### src/rtl/pipe_pkg.sv
// Shared definitions for the generic inter-stage pipeline register:
// state encodings, the NOP control word and ID/EX bus field offsets.
package pipe_pkg;

  typedef enum logic [1:0] {
    ST_EMPTY = 2'd0,
    ST_FULL  = 2'd1,
    ST_SKID  = 2'd2
  } pipe_state_t;

  // NOP control word: every write/branch/jump enable deasserted.
  localparam logic [15:0] PIPE_NOP_CTRL = 16'h0000;

  // ID/EX control bus field offsets (bit positions within the 16-bit word).
  localparam int IDEX_CTL_REG_WRITE = 0;
  localparam int IDEX_CTL_MEM_TO_REG = 1;
  localparam int IDEX_CTL_MEM_READ = 2;
  localparam int IDEX_CTL_MEM_WRITE = 3;
  localparam int IDEX_CTL_BRANCH = 4;
  localparam int IDEX_CTL_JUMP = 5;
  localparam int IDEX_CTL_ALU_SRC = 6;
  localparam int IDEX_CTL_REG_DST = 7;
  localparam int IDEX_CTL_ALU_OP_LO = 8;
  localparam int IDEX_CTL_ALU_OP_W = 4;
  localparam int IDEX_CTL_W = 16;

  // ID/EX data bus field offsets (LSB of each field within the 160-bit word).
  localparam int IDEX_DAT_FUNCT = 0;    // 6 bits
  localparam int IDEX_DAT_SHAMT = 6;    // 5 bits
  localparam int IDEX_DAT_RD = 11;      // 5 bits
  localparam int IDEX_DAT_RT = 16;      // 5 bits
  localparam int IDEX_DAT_IMM = 21;     // 32 bits
  localparam int IDEX_DAT_PC = 53;      // 32 bits
  localparam int IDEX_DAT_RT_VAL = 85;  // 32 bits
  localparam int IDEX_DAT_RS_VAL = 117; // 32 bits, bits 149..159 spare
  localparam int IDEX_DAT_W = 160;

  // Number of entries held in a given state.
  function automatic logic [1:0] occupancy_of(pipe_state_t st);
    case (st)
      ST_FULL: occupancy_of = 2'd1;
      ST_SKID: occupancy_of = 2'd2;
      default: occupancy_of = 2'd0;
    endcase
  endfunction

endpackage

### src/rtl/pipe_stage_reg_if.sv
// One side of a pipeline stage boundary: valid/ready handshake plus
// packed control and data buses.
//
// Handshake: a beat transfers on a posedge where valid & ready are both 1.
// The master holds valid, ctrl and data stable until the beat transfers;
// ready may be asserted independently of valid.
interface pipe_stage_reg_if #(
  parameter int CTRL_W = 16,
  parameter int DATA_W = 160
);
  logic              valid;
  logic              ready;
  logic [CTRL_W-1:0] ctrl;
  logic [DATA_W-1:0] data;

  modport master (output valid, output ctrl, output data, input ready);
  modport slave  (input valid, input ctrl, input data, output ready);
endinterface

### src/rtl/pipe_slot.sv
// One storage slot of the pipeline register: a load-enabled flop bank with
// a synchronous clear back to its reset value.
module pipe_slot #(
  parameter int           W       = 8,
  parameter logic [W-1:0] RST_VAL = '0
) (
  input  logic         clk,
  input  logic         rst,
  input  logic         clr,
  input  logic         load,
  input  logic [W-1:0] d,
  output logic [W-1:0] q
);

  // Clear wins over load so a squash always leaves the reset value behind.
  always_ff @(posedge clk or posedge rst) begin
    if (rst) begin
      q <= RST_VAL;
    end else if (clr) begin
      q <= RST_VAL;
    end else if (load) begin
      q <= d;
    end
  end

endmodule

### src/rtl/pipe_stage_reg.sv
// Generic inter-stage pipeline register with a 2-entry skid buffer.
// in_ready and out_valid come straight from flops so stalls never create a
// combinational ready path across the stage boundary.
module pipe_stage_reg
  import pipe_pkg::*;
#(
  parameter int                CTRL_W   = 16,
  parameter int                DATA_W   = 160,
  parameter logic [CTRL_W-1:0] NOP_CTRL = CTRL_W'(PIPE_NOP_CTRL),
  parameter logic [DATA_W-1:0] DATA_RST = '0
) (
  input  logic                    clk,
  input  logic                    rst,
  input  logic                    flush,
  pipe_stage_reg_if.slave         up,
  pipe_stage_reg_if.master        dn,
  output logic [1:0]              occupancy,
  output pipe_state_t             dbg_state
);

  localparam int                SLOT_W   = CTRL_W + DATA_W;
  localparam logic [SLOT_W-1:0] SLOT_RST = {NOP_CTRL, DATA_RST};

  pipe_state_t       state_q, state_n;
  logic              in_ready_q, out_valid_q;
  logic              in_fire, out_fire;
  logic              main_load, main_from_skid, skid_load, slot_clr;
  logic [SLOT_W-1:0] main_d, main_q, skid_q, in_word;

  assign in_word  = {up.ctrl, up.data};
  assign in_fire  = up.valid & in_ready_q;
  assign out_fire = out_valid_q & dn.ready;

  // Next-state and slot-control decode; flush overrides every other move.
  always_comb begin
    state_n        = state_q;
    main_load      = 1'b0;
    main_from_skid = 1'b0;
    skid_load      = 1'b0;
    slot_clr       = 1'b0;
    if (flush) begin
      state_n  = ST_EMPTY;
      slot_clr = 1'b1;
    end else begin
      case (state_q)
        ST_EMPTY: begin
          if (in_fire) begin
            state_n   = ST_FULL;
            main_load = 1'b1;
          end
        end
        ST_FULL: begin
          if (in_fire && out_fire) begin
            main_load = 1'b1;
          end else if (in_fire) begin
            state_n   = ST_SKID;
            skid_load = 1'b1;
          end else if (out_fire) begin
            state_n = ST_EMPTY;
          end
        end
        ST_SKID: begin
          if (out_fire) begin
            state_n        = ST_FULL;
            main_load      = 1'b1;
            main_from_skid = 1'b1;
          end
        end
        default: begin
          state_n  = ST_EMPTY;
          slot_clr = 1'b1;
        end
      endcase
    end
  end

  // State register with the handshake flags registered alongside it.
  always_ff @(posedge clk or posedge rst) begin
    if (rst) begin
      state_q     <= ST_EMPTY;
      in_ready_q  <= 1'b1;
      out_valid_q <= 1'b0;
    end else begin
      state_q     <= state_n;
      in_ready_q  <= (state_n != ST_SKID);
      out_valid_q <= (state_n != ST_EMPTY);
    end
  end

  assign main_d = main_from_skid ? skid_q : in_word;

  pipe_slot #(.W(SLOT_W), .RST_VAL(SLOT_RST)) u_main (
    .clk  (clk),
    .rst  (rst),
    .clr  (slot_clr),
    .load (main_load),
    .d    (main_d),
    .q    (main_q)
  );

  pipe_slot #(.W(SLOT_W), .RST_VAL(SLOT_RST)) u_skid (
    .clk  (clk),
    .rst  (rst),
    .clr  (slot_clr),
    .load (skid_load),
    .d    (in_word),
    .q    (skid_q)
  );

  assign up.ready  = in_ready_q;
  assign dn.valid  = out_valid_q;
  // The held control word is never exposed while the output is invalid.
  assign dn.ctrl   = out_valid_q ? main_q[SLOT_W-1:DATA_W] : NOP_CTRL;
  assign dn.data   = main_q[DATA_W-1:0];
  assign occupancy = occupancy_of(state_q);
  assign dbg_state = state_q;

endmodule

### src/flat_wrapper.sv
// flat-port wrapper written by rule: the top's interface ports become plain ports
module pipe_stage_reg_flat import pipe_pkg::*;
#(
  parameter int                CTRL_W   = 16,
  parameter int                DATA_W   = 160,
  parameter logic [CTRL_W-1:0] NOP_CTRL = CTRL_W'(PIPE_NOP_CTRL),
  parameter logic [DATA_W-1:0] DATA_RST = '0
)
  (clk, rst, flush, occupancy, dbg_state, up_valid, up_ctrl, up_data, up_ready, dn_valid, dn_ctrl, dn_data, dn_ready);
  pipe_stage_reg_if #(.CTRL_W(CTRL_W), .DATA_W(DATA_W)) up_i ();
  pipe_stage_reg_if #(.CTRL_W(CTRL_W), .DATA_W(DATA_W)) dn_i ();
  input  logic clk;
  input  logic rst;
  input  logic flush;
  output logic [1:0] occupancy;
  output pipe_state_t dbg_state;
  input wire logic [$bits(up_i.valid)-1:0] up_valid;
  input wire logic [$bits(up_i.ctrl)-1:0] up_ctrl;
  input wire logic [$bits(up_i.data)-1:0] up_data;
  output wire logic [$bits(up_i.ready)-1:0] up_ready;
  output wire logic [$bits(dn_i.valid)-1:0] dn_valid;
  output wire logic [$bits(dn_i.ctrl)-1:0] dn_ctrl;
  output wire logic [$bits(dn_i.data)-1:0] dn_data;
  input wire logic [$bits(dn_i.ready)-1:0] dn_ready;
  assign up_i.valid = up_valid;
  assign up_i.ctrl = up_ctrl;
  assign up_i.data = up_data;
  assign up_ready = up_i.ready;
  assign dn_valid = dn_i.valid;
  assign dn_ctrl = dn_i.ctrl;
  assign dn_data = dn_i.data;
  assign dn_i.ready = dn_ready;
  pipe_stage_reg #(.CTRL_W(CTRL_W), .DATA_W(DATA_W), .NOP_CTRL(NOP_CTRL), .DATA_RST(DATA_RST)) u_core (.clk(clk), .rst(rst), .flush(flush), .up(up_i), .dn(dn_i), .occupancy(occupancy), .dbg_state(dbg_state));
endmodule
### config.mk
export PLATFORM = sky130hd
export DESIGN_NAME = pipe_stage_reg_flat
export DESIGN_NICKNAME = d
export VERILOG_FILES = /design/src/rtl/pipe_pkg.sv /design/src/rtl/pipe_stage_reg_if.sv /design/src/rtl/pipe_slot.sv /design/src/rtl/pipe_stage_reg.sv /design/src/flat_wrapper.sv
export SDC_FILE = /design/constraint.sdc
export NUM_CORES = 1
export LEC_CHECK = 0
export BUFFER_PORTS_ARGS = -buffer_cell sky130_fd_sc_hd__buf_2
export CORE_MARGIN = 2
export CORE_UTILIZATION = 27
export DETAILED_ROUTE_END_ITERATION = 10
export GPL_TIMING_DRIVEN = 0
export PLACE_DENSITY = 0.55
export SLEW_MARGIN = 25
export SYNTH_ARGS = -nofsm -noshare
export SYNTH_HDL_FRONTEND = slang
export SYNTH_SLANG_ARGS = --single-unit
### constraint.sdc
create_clock -name clk -period 24.1 [get_ports clk]
set_clock_uncertainty 0.15 [all_clocks]
set_input_delay 1.205 -clock clk [delete_from_list [all_inputs] [get_ports clk]]
set_output_delay 1.205 -clock clk [all_outputs]
set_load 0.05 [all_outputs]
==> flow_summary_export.csv, run 1 <==
group,metric,value,unit
place,finalWeightedCongestion,0.834,
die,fp.dieW,253,µm
logic_synthesis,ys_seq_elements,356,
logic_synthesis,ys_types,30,
die,rows,91,
job,cap_violations,0,
detailed_routing,initialDrtViolationCount,848,
place,port-buffer-count,362,
logic_synthesis,synth_area,16800,µm²
power_and_ir_drop,leakage,10.7,nW
min_path,hold_class,"reg2reg",
logic_synthesis,synthTopCellsByArea,"dfrtp_1, a221o_1, buf_4",
worst_setup_path,cp.arrival,1.91,ns
worst_setup_path,criticalPathCategory,"reg2out",
cts,clk_latency,0.57,ns
global_route,grt_usage,17.5,%
cts,hold_buffers,0,
timing,timing.final.crit_share,13.6,%
timing,whs,0.344,ns
worst_setup_path,critPathMaxFanout,10,
cts,cts_tree,"yes",
global_route,grt_pass1_vias,14600,
logic_synthesis,postSynthCellCount,1615,
die,start_util,27.3,%
detailed_routing,antenna_left,0,
cts,cts_resized,0,
power_and_ir_drop,vdd_drop_max,0.0000430,V
worst_setup_path,required,22.74,ns
cts,cts_made_buffers,43,
logic_synthesis,syn_area_per_cell,10.4,µm²
cts,clkTransAtPathRegs,0.06,ns
global_route,grt_max_degree,93,
worst_setup_path,end_kind,"output port",
global_route,grt_pass1_wl,87400,µm
timing,setup_viol,0,
detailed_routing,routedWlPerCell,19.9,µm
logic_synthesis,ys_seq_area_share,53.1,%
status,status,"complete, no violations",
cells_and_area,final_common_cell,"buf_2",
cells_and_area,nNetsFinal,2207,
die,coreArea,61600,µm²
detailed_routing,routed_wl,57800,µm
logic_synthesis,ys.flop_type,"dfrtp_1",
timing,finalMaxSlewViolations,0,
timing,finalHoldViolCount,0,
cts,clockRootBuffer,"clkbuf_16",
logic_synthesis,synth_top_cell_by_area,"dfrtp_1",
cells_and_area,drive_gt1_share,32.6,%
cells_and_area,area_growth,26.4,%
global_route,grt-ovfl-total,0,
detailed_routing,avgViaCountPerCell,4.99,
logic_synthesis,async_flop_share,100,%
logic_synthesis,yosysWarnings,0,
timing,period_needed,3.27,ns
die,dieHeight,253,µm
cts,post-cts-setup-buffers,0,
timing,rsz0062_at_grt,"false",
logic_synthesis,synth_edf_count,0,
cts,clkSinkCount,356,
die,num_io_pins,363,
cells_and_area,mostFrequentLayoutCells,"buf_2, dfrtp_1, a21oi_1",
power_and_ir_drop,power_density,80.1,nW/µm²
timing,max_freq,306,MHz
detailed_routing,num_vias,14500,
detailed_routing,dr.pass1.iters,5,
place,dpl.hpwl,41500,µm
timing,maxSlewHeadroom,36.2,%
timing,tightest_slew,0.957,ns
cells_and_area,fill_cells,6335,
worst_setup_path,reg2reg_slack,21.27,ns
logic_synthesis,yosysTopAreaCellShare,52.9,%
cts,clk_path_buf_depth,3,
logic_synthesis,syn-num-nets,1796,
worst_setup_path,start_kind,"flop",
timing,fin_tns_setup,0,ns
die,die_area,64200,µm²
detailed_routing,drc_errors,0,
global_route,grt_antenna_before_repair,16,
cts,cts_max_level,2,
power_and_ir_drop,power,1.70,mW
-- cell usage after synthesis, types with 3 or more instances --
master / count
a21oi_1: 179
a221o_1: 176
and2_1: 17
and3_1: 176
buf_1: 4
buf_2: 48
buf_4: 160
buf_6: 20
clkbuf_1: 104
dfrtp_1: 355
nand3_1: 176
nor2_1: 3
o21ai_0: 177
-- per-layer routing --
layer | part of all wire (%) | up-vias | wire length (µm) | GRT usage, %
li1 | - | 6711 | - | -
met1 | 43 | 7187 | 24900 | 22.8
met2 | 47 | 495 | 27400 | 28.6
met3 | 6.7 | 105 | 3870 | 3.92
met4 | 2.8 | 10 | 1610 | 5.88
met5 | 0.11 | - | 64 | 0
-- worst paths after layout --
path	start	endpoint	cells after the start
setup / recovery	u_core.dn.valid	dn_ctrl[9]	4
hold / removal	u_core.u_skid.q[30]	u_core.u_main.q[30]	1
setup reg to reg	u_core.dn.valid	u_core.u_skid.q[29]	6
hold reg to reg	u_core.u_skid.q[30]	u_core.u_main.q[30]	1
max in group asynchronous	rst	u_core.u_main.q[133]	5
min in group asynchronous	rst	u_core.u_main.q[61]	2
-- cell type report --
| class | count | area (µm²) | area share, % |
|---|---|---|---|
| Clock buffer | 61 | 1250 | 5.91 |
| Tap cell | 837 | 1050 | 4.93 |
| Multi-Input combinational cell | 920 | 5770 | 27.2 |
| Sequential cell | 356 | 8910 | 42.0 |
| Antenna cell | 9 | 22.5 | 0.106 |
| Inverter | 1 | 11.3 | 0.0530 |
| Timing Repair Buffer | 366 | 1920 | 9.05 |
| Clock inverter | 18 | 188 | 0.884 |
| Buffer | 338 | 2100 | 9.90 |
-- report_power, final --
part	total [mW]	leakage [nW]	switching (mW)	internal [mW]
Sequential	0.664	4.85	0.0253	0.639
Clock	0.662	0.706	0.275	0.388
Combinational	0.375	5.19	0.255	0.120
Total	1.70	10.7	0.555	1.15
-- state kept, by name, indices dropped and copies added (netlist names) --
name              flops
u_core.dbg_state      2
u_core.dn.valid       1
u_core.u_main.q     176
u_core.u_skid.q     176
u_core.up.ready       1
-- worst max-delay path: stages, from the launching register on --
cell and delay [ns]:
dfrtp_1 0.39, buf_2 0.22, clkbuf_1 0.29, and2_1 0.18, buf_2 0.26
-- kinds of logic (layout without fill, tap and decap cells) --
family	after synthesis	count (layout)	synth area share (%)
XOR/XNOR	1	1	0.0522
other	0	9	0
AND/OR/NAND/NOR	380	380	12.9
buffers and inverters	339	784	12.5
AO/OA/AOI/OAI	539	539	21.4
flip-flops	356	356	53.1
-- through the flow --
stage               util, %  cells  cell area, µm²  setup WS, ns
floorplan                 -   1615           16800         12.87
global placement       31.9   2814           19600          8.72
detailed placement     32.1   2818           19800         20.31
CTS                    34.4   2897           21200         20.79
global route           34.5   2905           21200         20.70
finish                 34.5   2906           21200         20.83
No activity file was read; power rests on OpenSTA's default activity.
==> run 2: changes to the inputs <==
Clock period 24.1 ns to 3.2 ns, I/O delays scaled along.
==> flow_summary_export.csv, run 2 (same netlist as run 1, synthesis figures left out) <==
group,metric,value,unit
timing,finalMaxSlewViolations,0,
global_route,grt-ovfl-total,0,
worst_setup_path,slowest_delay,0.65,ns
worst_setup_path,criticalPathCategory,"reg2reg",
global_route,gr-usage-met2,30.1,%
cts,clkSinkCount,356,
cts,cts_tree,"yes",
place,port-buffer-count,362,
cells_and_area,final_util,37.7,%
timing,whs,0.0363,ns
timing,setup_viol,0,
cts,clk_latency,0.56,ns
worst_setup_path,path_buf_inv,3,
die,start_util,27.3,%
worst_setup_path,cp.arrival,3.18,ns
min_path,hold_class,"in2async",
detailed_routing,avgViaCountPerCell,4.99,
worst_setup_path,end_kind,"flop",
detailed_routing,dr.pass1.iters,5,
cts,hold_buffers,181,
timing,maxSlewHeadroom,28.3,%
global_route,grt_pass1_vias,15500,
place,dp.cells,2827,
cts,post-cts-setup-buffers,0,
detailed_routing,routedWlPerCell,19.5,µm
timing,period_needed,2.84,ns
detailed_routing,routed_wl,60200,µm
timing,timing.final.crit_share,88.6,%
worst_setup_path,reg2reg_depth,6,
detailed_routing,antenna_left,0,
timing,rsz0062_at_grt,"false",
die,dieHeight,253,µm
cts,cts_resized,0,
power_and_ir_drop,leakage,11.6,nW
cells_and_area,finalNonFillerCells,3092,
global_route,use_met3,3.56,%
place,dpl.hpwl,42400,µm
status,status,"complete, no violations",
cells_and_area,nNetsFinal,2397,
worst_setup_path,cp_slowest_cell,"o2bb2ai_1",
cts,cts_made_buffers,43,
cts,clkTransAtPathRegs,0.06,ns
timing,finalHoldViolCount,0,
global_route,grt_antenna_before_repair,6,
cells_and_area,drive_gt1_share,30.2,%
job,cap_violations,0,
cts,clk_path_buf_depth,3,
place,finalWeightedCongestion,0.819,
global_route,grt_pass1_wl,91300,µm
worst_setup_path,critPathTopFamily,"buffers and inverters",
cts,clockRootBuffer,"clkbuf_16",
power_and_ir_drop,power_density,565,nW/µm²
cts,cts_max_level,2,
detailed_routing,drc_errors,0,
cells_and_area,final_common_cell,"buf_2",
detailed_routing,num_vias,15400,
worst_setup_path,path_cells,"buf_2, a21o_1, o2bb2ai_1, buf_2, clkbuf_1, a221o_1",
die,num_io_pins,363,
global_route,grt.met1_usage,23.6,%
die,die_area,64200,µm²
cells_and_area,mostFrequentLayoutCells,"buf_2, dfrtp_1, dlygate4sd3_1",
global_route,grt_max_degree,32,
die,coreArea,61600,µm²
timing,max_freq,353,MHz
worst_setup_path,crit_cells,6,
worst_setup_path,critPathMaxFanout,10,
detailed_routing,initialDrtViolationCount,946,
die,fp.dieW,253,µm
worst_setup_path,crit_top_cell,"buf_2",
worst_setup_path,start_kind,"flop",
timing,tightest_slew,1.08,ns
power_and_ir_drop,vdd_drop_max,0.000303,V
worst_setup_path,required,3.55,ns
global_route,grt_usage,18.3,%
cells_and_area,area_growth,38.2,%
die,rows,91,
global_route,grt-busiest-layer,"met2",
cells_and_area,fill_cells,6118,
==> run 2: cell count changes in the layout (fill, tap and decap cells not counted), sizes merged, moves of 2 or more <==
cell	change
dlygate4sd3	+181
bufinv	+2
buf	+9
diode	-4
clkinvlp	-2
==> run 2: worst register-to-register path: stages (launching register included) <==
cell and delay, ns:
dfrtp_1 0.37, buf_2 0.17, a21o_1 0.19, o2bb2ai_1 0.65, buf_2 0.50, clkbuf_1 0.48
a221o_1 0.25
==> run 2: layout make-up <==
class	count	area [µm²]	share of cell area (%)
Buffer	338	2100	9.06
Clock buffer	62	1250	5.38
Multi-Input combinational cell	920	5770	24.9
Tap cell	837	1050	4.51
Clock inverter	17	214	0.922
Inverter	1	7.51	0.0323
Timing Repair Buffer	556	3890	16.8
Sequential cell	356	8910	38.4
Antenna cell	5	12.5	0.0539
==> run 2: final timing paths <==
kind                                      from                    to  slack (ns)
setup reg to reg           u_core.dbg_state[1]   u_core.u_main.q[14]        0.36
max in group asynchronous                  rst   u_core.u_skid.q[18]        1.49
setup / recovery           u_core.dbg_state[1]   u_core.u_main.q[14]        0.36
min in group clk                   up_data[60]   u_core.u_skid.q[60]        0.24
hold reg to reg            u_core.u_skid.q[36]   u_core.u_main.q[36]        0.34
hold / removal                             rst  u_core.u_main.q[150]        0.04
==> run 2: per-layer routing <==
metal  share of wire [%]  wire length, µm  vias up
met3                 6.2             3720      123
li1                    -                -     7073
met2                  48            28800      550
met1                  43            25600     7664
met4                 3.3             1990        8
met5               0.085               51        -
==> run 2: metrics by stage <==
step / total power [mW] / setup WS (ns) / setup TNS [ns] / cell area (µm²)
floorplan: 7.02 / -1.88 / -667.81 / 16800
global placement: 7.89 / -4.17 / -1458.16 / 19700
detailed placement: 7.95 / 0.205 / 0 / 19900
CTS: 13.3 / 0.166 / 0 / 23200
global route: 13.7 / 0.111 / 0 / 23200
finish: 13.1 / 0.365 / 0 / 23200
==> run 2: report_power, final <==
group	switching [mW]	internal [mW]	leakage (nW)	total, mW
sequential	0.200	4.81	4.85	5.01
combinational	1.97	1.07	6.02	3.03
clock	2.01	3.04	0.719	5.06
total	4.18	8.92	11.6	13.1
==> run 3: changes to the inputs <==
Settings changed: REMOVE_ABC_BUFFERS from default to 1.
==> flow_summary_export.csv, run 3 (same netlist as run 1, synthesis figures left out) <==
group,metric,value,unit
cells_and_area,final_util,36.1,%
power_and_ir_drop,p_comb_share,21.5,%
timing,max_freq,360,MHz
global_route,grt_usage,15.9,%
cts,clk_latency,0.56,ns
cts,cts_tree,"yes",
worst_setup_path,crit_top_cell,"buf_16",
worst_setup_path,criticalPathCategory,"reg2reg",
worst_setup_path,cp_slowest_cell,"dfrtp_1",
detailed_routing,avgViaCountPerCell,5.13,
timing,setup_viol,0,
worst_setup_path,path_cells,"a21oi_1, o2bb2ai_4, buf_16, buf_16, buf_16, buf_16, a221o_1",
cts,cts_made_buffers,43,
timing,whs,0.252,ns
global_route,grt_pass1_vias,14500,
cells_and_area,regArea,8910,µm²
global_route,grt_pass1_wl,82800,µm
detailed_routing,routed_wl,52800,µm
power_and_ir_drop,pwr-share-clk,40.6,%
job,cap_violations,0,
die,die_area,64200,µm²
timing,finalHoldViolCount,0,
detailed_routing,initialDrtViolationCount,1020,
worst_setup_path,end_kind,"flop",
place,finalWeightedCongestion,0.725,
power_and_ir_drop,p_sw_share,31.2,%
power_and_ir_drop,seqPwrFrac,37.9,%
die,coreArea,61600,µm²
worst_setup_path,start_kind,"flop",
detailed_routing,drc_errors,0,
power_and_ir_drop,p_sw,4.10,mW
global_route,grt_max_degree,87,
cells_and_area,final_common_cell,"buf_2",
die,fp.dieW,253,µm
place,postPlaceCellArea,18700,µm²
die,start_util,27.3,%
die,dieHeight,253,µm
die,rows,91,
timing,maxSlewHeadroom,51.0,%
status,status,"complete, no violations",
cts,clockRootBuffer,"clkbuf_16",
min_path,hold_class,"in2reg",
global_route,grt_antenna_before_repair,2,
timing,rsz0062_at_grt,"false",
cells_and_area,fill_cells,6071,
cts,clkTransAtPathRegs,0.06,ns
timing,period_needed,2.78,ns
cts,clk_path_buf_depth,3,
timing,timing.final.crit_share,86.7,%
worst_setup_path,critPathMaxFanout,25,
worst_setup_path,required,3.48,ns
power_and_ir_drop,p_int,9.05,mW
cells_and_area,fin_area,22200,µm²
cells_and_area,nNetsFinal,2109,
worst_setup_path,path_buf_inv,4,
detailed_routing,routedWlPerCell,18.8,µm
detailed_routing,num_vias,14400,
cells_and_area,drive_gt1_share,25.4,%
power_and_ir_drop,leakage,10.7,nW
cells_and_area,area_growth,32.3,%
place,port-buffer-count,362,
die,num_io_pins,363,
power_and_ir_drop,power,13.2,mW
worst_setup_path,cp.arrival,3.05,ns
cts,clkSinkCount,356,
worst_setup_path,slowest_delay,0.82,ns
detailed_routing,antenna_left,0,
timing,tightest_slew,0.735,ns
power_and_ir_drop,vdd_drop_max,0.000424,V
timing,finalMaxSlewViolations,0,
cells_and_area,mostFrequentLayoutCells,"buf_2, dfrtp_1, dlygate4sd3_1",
global_route,grt-ovfl-total,0,
detailed_routing,dr.pass1.iters,5,
cts,cts_max_level,2,
place,dpl.hpwl,32700,µm
power_and_ir_drop,power_density,592,nW/µm²
worst_setup_path,critPathTopFamily,"compound AO/OA/AOI/OAI gates",
cells_and_area,multi_input_area,5830,µm²
run 3: final timing paths:
check | start | to | slack (ns) | depth (start not counted)
min in group asynchronous | rst | u_core.u_skid.q[25] | 0.66 | 4
worst max-delay path | u_core.dn.valid | u_core.u_main.q[94] | 0.42 | 7
worst min-delay path | up_data[67] | u_core.u_skid.q[67] | 0.25 | 4
max in group asynchronous | rst | u_core.up.ready | 1.09 | 6
worst max register to register | u_core.dn.valid | u_core.u_main.q[94] | 0.42 | 7
worst min register to register | u_core.u_skid.q[164] | u_core.u_main.q[164] | 0.34 | 1
run 3: through the flow:
stage          setup WS [ns]  setup TNS, ns  cells
6_report               0.425              0   2801
3_5_place_dp           0.420              0   2529
3_3_place_gp          -11.49       -7868.45   2476
4_1_cts                0.438              0   2798
2_1_floorplan          -6.99       -4123.53   1277
5_1_grt                0.303              0   2798
run 3: area by class of cell:
class / count / area share (%)
clock buffer: 59 / 5.76
multi-input combinational: 920 / 26.2
inverter: 1 / 0.0507
tap: 837 / 4.72
sequential: 356 / 40.1
timing repair buffer: 606 / 21.9
clock inverter: 19 / 1.22
antenna: 3 / 0.0338
run 3: power groups by stage:
stage / clock network [mW] / registers, mW / logic (mW)
final: 5.33 / 4.99 / 2.83
after global routing: 5.68 / 5.02 / 3.01
after CTS: 5.51 / 4.98 / 2.84
after detailed placement: 0 / 5.06 / 2.65
after global placement: 0 / 5.06 / 2.39
after floorplan: 0 / 5.72 / 0.879
run 3: worst register-to-register path, delay by kind of cell (launching register included):
family / cells / cell delay, ns
AO/OA/AOI/OAI: 3 / 0.92
buffers and inverters: 4 / 0.78
flip-flops: 1 / 0.82
run 3: timing repair:
item / in CTS / in global routing
hold endpoints to repair: 548 / 0
buffers inserted: 0 / 0
hold buffers: 191 / 0
gates resized for setup: 0 / 0
run 3: metal layers:
metal  routed length, µm  global-route usage (%)  share of wire [%]  up-vias
li1                    -                       -                  -     6465
met1               22600                    21.4                 43     7287
met2               25100                    25.3                 48      517
met3                3710                    3.76                7.0      103
met4                1370                    5.05                2.6        0
met5                   0                       0                  0        -
